## src/rtl/gate_sweep_pkg.sv

```systemverilog
// Shared types for the gate_sweep truth-table exerciser.
// Op codes, FSM states and the legal-op helper.
package gate_sweep_pkg;

    typedef enum logic [2:0] {
        OP_AND  = 3'b000,
        OP_OR   = 3'b001,
        OP_NAND = 3'b010,
        OP_NOR  = 3'b011,
        OP_XOR  = 3'b100,
        OP_XNOR = 3'b101,
        OP_RSV6 = 3'b110,
        OP_RSV7 = 3'b111
    } op_t;

    typedef enum logic [1:0] {
        S_IDLE,
        S_RUN,
        S_DONE
    } state_t;

    localparam int CNT_W = 4;

    function automatic logic is_legal_op(input logic [2:0] op);
        return (op != OP_RSV6) && (op != OP_RSV7);
    endfunction

endpackage

```

## src/rtl/gate_sweep_eval.sv

```systemverilog
// gate_eval: combinational golden model of an N-input gate.
// Reserved op codes evaluate to 0.
module gate_eval
    import gate_sweep_pkg::*;
#(
    parameter int N_IN = 2
) (
    input  logic [N_IN-1:0] i_stim,
    input  logic [2:0]      i_op,
    output logic            o_expected
);

    logic w_and;
    logic w_or;
    logic w_xor;

    assign w_and = &i_stim;
    assign w_or  = |i_stim;
    assign w_xor = ^i_stim;

    always_comb begin
        o_expected = 1'b0;
        case (op_t'(i_op))
            OP_AND:  o_expected = w_and;
            OP_OR:   o_expected = w_or;
            OP_NAND: o_expected = ~w_and;
            OP_NOR:  o_expected = ~w_or;
            OP_XOR:  o_expected = w_xor;
            OP_XNOR: o_expected = ~w_xor;
            default: o_expected = 1'b0;
        endcase
    end

endmodule

```

## src/rtl/gate_sweep.sv

```systemverilog
// gate_sweep: drives every input vector into a gate under test and counts mismatches.
// GATE_SWEEP_FIRST_FAIL_EN adds capture of the first failing vector.
module gate_sweep
    import gate_sweep_pkg::*;
#(
    parameter int N_IN   = 2,
    parameter int SETTLE = 1,
    parameter int ERR_W  = 8
) (
    input  logic             clk,
    input  logic             rst,
    input  logic             start,
    input  logic [2:0]       op,
    output logic [N_IN-1:0]  stim,
    input  logic             gut_out,
    output logic             busy,
    output logic             done,
    output logic             pass,
    output logic             bad_op,
`ifdef GATE_SWEEP_FIRST_FAIL_EN
    output logic [ERR_W-1:0] err_cnt,
    output logic [N_IN-1:0]  first_fail_vec,
    output logic             first_fail_valid
`else
    output logic [ERR_W-1:0] err_cnt
`endif
);

    state_t            r_state;
    op_t               r_op;
    logic [CNT_W-1:0]  r_cnt;
    logic [N_IN-1:0]   r_stim;
    logic              r_busy;
    logic              r_done;
    logic              r_pass;
    logic              r_bad_op;
    logic [ERR_W-1:0]  r_err;
`ifdef GATE_SWEEP_FIRST_FAIL_EN
    logic [N_IN-1:0]   r_ff_vec;
    logic              r_ff_valid;
`endif

    logic              w_exp;
    logic              w_mis;
    logic              w_last;
    logic              w_stim_max;
    logic [ERR_W-1:0]  w_err_nxt;

    gate_eval #(
        .N_IN (N_IN)
    ) u_eval (
        .i_stim     (r_stim),
        .i_op       (r_op),
        .o_expected (w_exp)
    );

    assign w_mis      = (gut_out != w_exp);
    assign w_last     = (r_cnt == CNT_W'(SETTLE - 1));
    assign w_stim_max = &r_stim;
    // Counter sticks at all-ones once saturated.
    assign w_err_nxt  = (w_mis && (r_err != '1)) ? r_err + 1'b1 : r_err;

    always_ff @(posedge clk) begin
        if (rst) begin
            r_state    <= S_IDLE;
            r_op       <= OP_AND;
            r_cnt      <= '0;
            r_stim     <= '0;
            r_busy     <= 1'b0;
            r_done     <= 1'b0;
            r_pass     <= 1'b0;
            r_bad_op   <= 1'b0;
            r_err      <= '0;
`ifdef GATE_SWEEP_FIRST_FAIL_EN
            r_ff_vec   <= '0;
            r_ff_valid <= 1'b0;
`endif
        end else begin
            unique case (r_state)
                S_IDLE, S_DONE: begin
                    if (start) begin
                        r_done <= 1'b0;
                        r_pass <= 1'b0;
                        r_err  <= '0;
                        r_stim <= '0;
                        r_cnt  <= '0;
`ifdef GATE_SWEEP_FIRST_FAIL_EN
                        r_ff_vec   <= '0;
                        r_ff_valid <= 1'b0;
`endif
                        if (is_legal_op(op)) begin
                            r_state  <= S_RUN;
                            r_busy   <= 1'b1;
                            r_bad_op <= 1'b0;
                            r_op     <= op_t'(op);
                        end else begin
                            r_state  <= S_DONE;
                            r_bad_op <= 1'b1;
                            r_done   <= 1'b1;
                        end
                    end
                end
                S_RUN: begin
                    if (w_last) begin
                        r_cnt <= '0;
                        r_err <= w_err_nxt;
`ifdef GATE_SWEEP_FIRST_FAIL_EN
                        if (w_mis && !r_ff_valid) begin
                            r_ff_vec   <= r_stim;
                            r_ff_valid <= 1'b1;
                        end
`endif
                        if (w_stim_max) begin
                            r_state <= S_DONE;
                            r_stim  <= '0;
                            r_busy  <= 1'b0;
                            r_done  <= 1'b1;
                            r_pass  <= (w_err_nxt == '0);
                        end else begin
                            r_stim <= r_stim + 1'b1;
                        end
                    end else begin
                        r_cnt <= r_cnt + 1'b1;
                    end
                end
                default: r_state <= S_IDLE;
            endcase
        end
    end

    assign stim    = r_stim;
    assign busy    = r_busy;
    assign done    = r_done;
    assign pass    = r_pass;
    assign bad_op  = r_bad_op;
    assign err_cnt = r_err;
`ifdef GATE_SWEEP_FIRST_FAIL_EN
    assign first_fail_vec   = r_ff_vec;
    assign first_fail_valid = r_ff_valid;
`endif

endmodule

```

## config.mk

```make
export PLATFORM = sky130hd
export DESIGN_NAME = gate_sweep
export DESIGN_NICKNAME = d
export VERILOG_FILES = /design/src/rtl/gate_sweep_pkg.sv /design/src/rtl/gate_sweep_eval.sv /design/src/rtl/gate_sweep.sv
export SDC_FILE = /design/constraint.sdc
export NUM_CORES = 1
export LEC_CHECK = 0
export CORE_UTILIZATION = 58
export CTS_BUF_LIST = sky130_fd_sc_hd__clkbuf_4 sky130_fd_sc_hd__clkbuf_8
export DETAILED_ROUTE_END_ITERATION = 12
export DONT_BUFFER_PORTS = 1
export PLACE_DENSITY = 0.77
export SLEW_MARGIN = 20
export SYNTH_ARGS = -nofsm -noshare
export SYNTH_HDL_FRONTEND = slang
export SYNTH_SLANG_ARGS = --single-unit
```

## constraint.sdc

```tcl
create_clock -name clk -period 4.85 [get_ports clk]
set_input_delay 0.485 -clock clk [delete_from_list [all_inputs] [get_ports clk]]
set_output_delay 0.485 -clock clk [all_outputs]
set_load 0.005 [all_outputs]
```

Word level (Yosys, flattened, before mapping)

Index checks and enable logic that the tools add are counted.

$add $sub $neg: 3
Eq/ne operators: 15
Mux-type cells: 31
Bitwise logic cells: 3
Reductions and logical operators: 18

Operators with widths:

| operator                                                        | count |
|---|---|
| 8-bit two-way mux                                               | 3 |
| 8-bit case mux with 2 select lines                              | 1 |
| 2-bit two-way mux                                               | 7 |
| 1-bit two-way mux                                               | 11 |
| 3-bit AND reduction                                             | 3 |
| 8-bit by 1-bit adder with 8-bit output, second input constant   | 1 |
| 8-bit zero test                                                 | 1 |
| 4-bit two-way mux                                               | 2 |
| 8-bit inequality test, second input constant                    | 1 |
| 2-bit case mux with 2 select lines                              | 2 |
| 4-bit case mux with 2 select lines                              | 1 |
| 3-bit by 2-bit == test with 1-bit output, second input constant | 2 |
| 3-bit == test, second input constant                            | 2 |
| 2-bit inequality test, second input constant                    | 3 |
| 3-bit inequality test, second input constant                    | 2 |
| 1-bit case mux with 2 select lines                              | 3 |
| 1-bit case mux with 6 select lines                              | 1 |
| 2-bit AND reduction                                             | 3 |
| 5-bit AND reduction                                             | 1 |
| 4-bit by 1-bit adder with 4-bit output, second input constant   | 1 |
| 4-bit zero test                                                 | 1 |
| 4-bit AND reduction                                             | 1 |
| 2-bit OR reduction                                              | 2 |
| 3-bit by 1-bit == test with 1-bit output, second input constant | 1 |
| other kinds (11)                                                | 14 |

Bits in registers: 23
Input port bits: 7
Output and inout port bits: 14
Logic and storage cells: 79

Logic depth before layout (Yosys ltp)

Depth after elaboration: 10
Depth in mapped cells: 9

Modules after synthesis

A second synthesis with hierarchy kept.

Cell total of the unflattened synthesis: 171
Area total of the unflattened synthesis: 1326.3 µm²

Modules (own cells, without submodules):

| module     | instances | cells an instance | area each (µm²) | seq. area each (µm²) |
|---|---|---|---|---|
| gate_sweep | 1         | 161               | 1249.9          | 460.4 |
| gate_eval  | 1         | 10                | 76.3            | 0.0 |

Least setup slack after synthesis

Ideal clock, no wire load.

Kind: reg-to-reg
Start point: register r_stim[0] (netlist: stim[0])
End point: register r_err[4] (netlist: err_cnt[4])
Setup time: 0.091 ns
Data arrival time: 1.915 ns
Path slack: 2.844 ns
Stages on the path, launching flop included: 9
Path buffers: 0
Period minus slack after synthesis: 2.006 ns
Cell sequence: dfxtp_1 -> inv_1 -> ha_1 -> xor2_1 -> and3_2 -> a2111o_1 -> nor2_1 -> a31oi_1 -> a311oi_1

Word-level cells in the longest chain between the ends: 8
Elaborated cells on any way between the ends: 12
Those cells by class: 1 x eq/ne; 4 x mux; 3 x bitwise; 4 x reduce/logical

Ends and longest elaborated chain:

| element                                    | line                                                                | source |
|---|---|---|
| start: declaration                         | gate_sweep.sv:32                                                    | `logic [N_IN-1:0] r_stim;` |
| start signal: assignment                   | gate_sweep.sv:120                                                   | `r_stim <= r_stim + 1'b1;` |
| 2-bit parity, or another cell as far along | gate_sweep_eval.sv:19                                               | `assign w_xor = ^i_stim;` |
| 1-bit NOT, on equally long branches        | gate_sweep_eval.sv:29, gate_sweep_eval.sv:26, gate_sweep_eval.sv:27 |  |
| 1-bit case mux with 6 select lines (*)     | gate_sweep_eval.sv:23                                               | `case (op_t'(i_op))` |
| 1-bit inequality test (*)                  | gate_sweep.sv:57                                                    | `assign w_mis = (gut_out != w_exp);` |
| 1-bit logical AND (*)                      | gate_sweep.sv:61                                                    | `assign w_err_nxt = (w_mis && (r_err != '1)) ? r_err + 1'b1 : r_err;` |
| 8-bit two-way mux (*)                      | gate_sweep.sv:61                                                    |  |
| 8-bit two-way mux (*)                      | gate_sweep.sv:104                                                   | `if (w_last) begin` |
| 8-bit case mux with 2 select lines (*)     | gate_sweep.sv:79                                                    | `unique case (r_state)` |
| end signal: assignment                     | gate_sweep.sv:106                                                   | `r_err <= w_err_nxt;` |
| end: declaration                           | gate_sweep.sv:37                                                    | `logic [ERR_W-1:0] r_err;` |

Mark *: on every way between the ends. The rest lies on a longest branch, timed or not. The select of a mux whose other input is x is not followed.
A chain may end at the register's enable or synchronous reset.

Worst setup path in the final report

Start point: register r_stim[0] (netlist: stim[0])
End point: register r_err[3] (netlist: err_cnt[3])

Same word-level chain as after synthesis.

==> out/results.ini <==
[worst_setup_path]
reg2reg_setup_slack_ps=2200
crit_cells=8
startpoint=stim[0]
crit_fanout=13
timing.reg2reg.worst_path_depth=8
path_cells=inv_1, ha_1, xor2_1, and3_2, a211oi_2, nand3_1, or3_1, a21oi_1
reg2reg_to=err_cnt[3]
critPathArrivalTime_ps=2920
cpLargestDelayFamily=simple AND/OR/NAND/NOR gates
cp_slowest_stage_delay_ps=650
reg2reg_from=stim[0]
end_kind=register
cp_slowest_cell=a211oi_2
crit_buf_inv=1
required_ps=5120
startpoint_type=register
path_class=reg -> reg

[outcome]
status=finished, final reports clean

[logic_synthesis]
yosysSeqAreaShare_pct=33.5
synth_top_area_share_pct=33.5
synthDistinctLibCells=45
syn_area_mm2=0.00138
ys.flop_type=dfxtp_1
synth_edf_count=0
synth_mux_area_share_pct=2.36
synth_top_area_cell=dfxtp_1
synth_top_family_by_area=simple AND/OR/NAND/NOR gates
synthAdderAreaFrac_pct=4.55
synth-xor-area-share_pct=2.55
ys_seq_elements=23
synth_cells=173
synthSimpleGateAreaFrac_pct=32.2
synthTopCellsByArea=dfxtp_1, a21oi_1, nand2_1, ha_1, nor2_1
syn_avg_cell_area_um2=7.96
yosys_warnings=0
async_flop_share_pct=0
syn_nets=185
synth-compound-area-share_pct=21.0

[cts]
cts_max_level=1
cts.repair.resized=0
root_buffer=clkbuf_4
cts_tree=done
cts.sinks=23
cts_setup_buffers=0
hold_buffers=0
cts_buffers=3
cts.path.max_buffers=2
clkTransAtPathRegs_ps=140
insertion_delay_ps=320

[routing]
viasPerCell=6.37
via_count=1267
drtIter0Drc=34
wl_per_cell_um=15.9
drt-pass1-iter-count=4
ant_nets=0
drc=0
routed_wl_um=3170

[placed_design]
gp_congestion=0.837
port_buffers=0
place_hpwl_um=2230

[timing]
rsz0062_at_grt=false
slew_headroom_pct=45.1
hold_viol_final=0
setup_tns_ps=0
period_share_pct=54.7
whs_ps=207
setup_viol=0
worstMarginPinSlew_ps=822
max_freq_mhz=377
fin_skew_ps=12.9
fin_crit_ps=2650
slew_viol_final=0

[global_route]
grt-ovfl-total=0
grt_pass1_vias=1215
antenna_found_initial=0
grt_max_degree=25
grt_pass1_wl_um=5360
grtUsageTotal_pct=27.6

[run]
maxCapViolCount=0

[layout]
final_cell_mix=dfxtp_1, nand2_1, a21oi_1, nor2_1, nand3_1
diodes=0
fin_nets=184
synthToLayoutAreaGrowth_pct=2.45
drive_gt1_share_pct=8.77
final_common_cell=dfxtp_1

[pwr]
pwr-share-comb_pct=15.5
power_density_mw_per_mm2=252
power.switching_mw=0.102
leakage_nw=0.505
netSwitchingFraction_pct=28.8
vdd_drop_max_mv=0.193
p_int_mw=0.253
seq_power_share_pct=57.1
pwr-share-clk_pct=27.4

[floorplanning]
num_rows=17
start_util_pct=61.6
die-height_um=50.7
fp.coreArea_mm2=0.00223
die_x_um=50.7
ios=21
die_area_mm2=0.00257

[worst_hold_path]
whs_path_depth=1
hold_end=bad_op
min_path_type=in -> reg
hp-start=rst

[metrics by stage]
step                cells  cell area [um2]  total power [mW]  util (%)  worst slack [ps]
floorplan             173             1380             0.253         -              2840
global placement      195             1380             0.259      61.8              2360
detailed placement    195             1380             0.261      61.8              2270
CTS                   199             1410             0.355      63.1              2240
global route          199             1410             0.371      63.1              2040
finish                199             1410             0.356      63.1              2200
[flip-flops by register name, summed over array words and instances, names as in the netlist]
register and flops:
busy 1, r_cnt 4, r_op 3, done 1
r_state 2, bad_op 1, err_cnt 8, pass 1
stim 2
[power groups by stage]
| stage | combinational (mW) | sequential, mW | clock, mW |
|---|---|---|---|
| 3_3_place_gp | 0.0520 | 0.207 | 0 |
| 5_1_grt | 0.0622 | 0.204 | 0.105 |
| 6_report | 0.0551 | 0.203 | 0.0976 |
| 2_1_floorplan | 0.0481 | 0.205 | 0 |
| 4_1_cts | 0.0543 | 0.203 | 0.0972 |
| 3_5_place_dp | 0.0540 | 0.207 | 0 |
[area by class of cell]
class / instances / area [um2]
Clock buffer: 4 / 30.0
Fill cell: 202 / 823
Inverter: 6 / 22.5
Multi-Input combinational cell: 138 / 862
Sequential cell: 23 / 460
Tap cell: 28 / 35.0
[Yosys cell counts (4+ instances only)]
cell     count
inv_1        6
and2_1       4
a31oi_1      4
nor2_1      16
a21oi_1     17
nand3_1     11
ha_1         5
nor3_1       8
o21ai_0      8
dfxtp_1     23
nand2_1     17
[worst register-to-register path, cell delays in order (launching register included)]
cell	delay [ps]
dfxtp_1	390
inv_1	80
ha_1	320
xor2_1	160
and3_2	230
a211oi_2	650
nand3_1	260
or3_1	370
a21oi_1	140
[routing by layer]
metal | GRT usage, % | vias to the layer above | wire length, um
met5 | 0 | - | 0
met4 | 10.6 | 0 | 46
li1 | - | 635 | -
met3 | 6.06 | 5 | 212
met1 | 36.1 | 585 | 1460
met2 | 44.0 | 42 | 1440
[logic make-up (layout without fill, tap and decap cells)]
logic type / count (synthesis) / count (layout)
XOR/XNOR: 4 / 4
AND/OR/NAND/NOR: 81 / 81
multiplexers: 3 / 3
flip-flops: 23 / 23
AO/OA/AOI/OAI: 45 / 45
buffers and inverters: 12 / 10
adder cells (fa/ha/maj): 5 / 5
[worst max-delay path by stage]
stage	to
4_1_cts	err_cnt[3]
5_1_grt	err_cnt[3]
3_3_place_gp	err_cnt[3]
3_5_place_dp	err_cnt[3]
6_report	err_cnt[3]
2_1_floorplan	err_cnt[4]
Power figures use the tool's default switching activity.
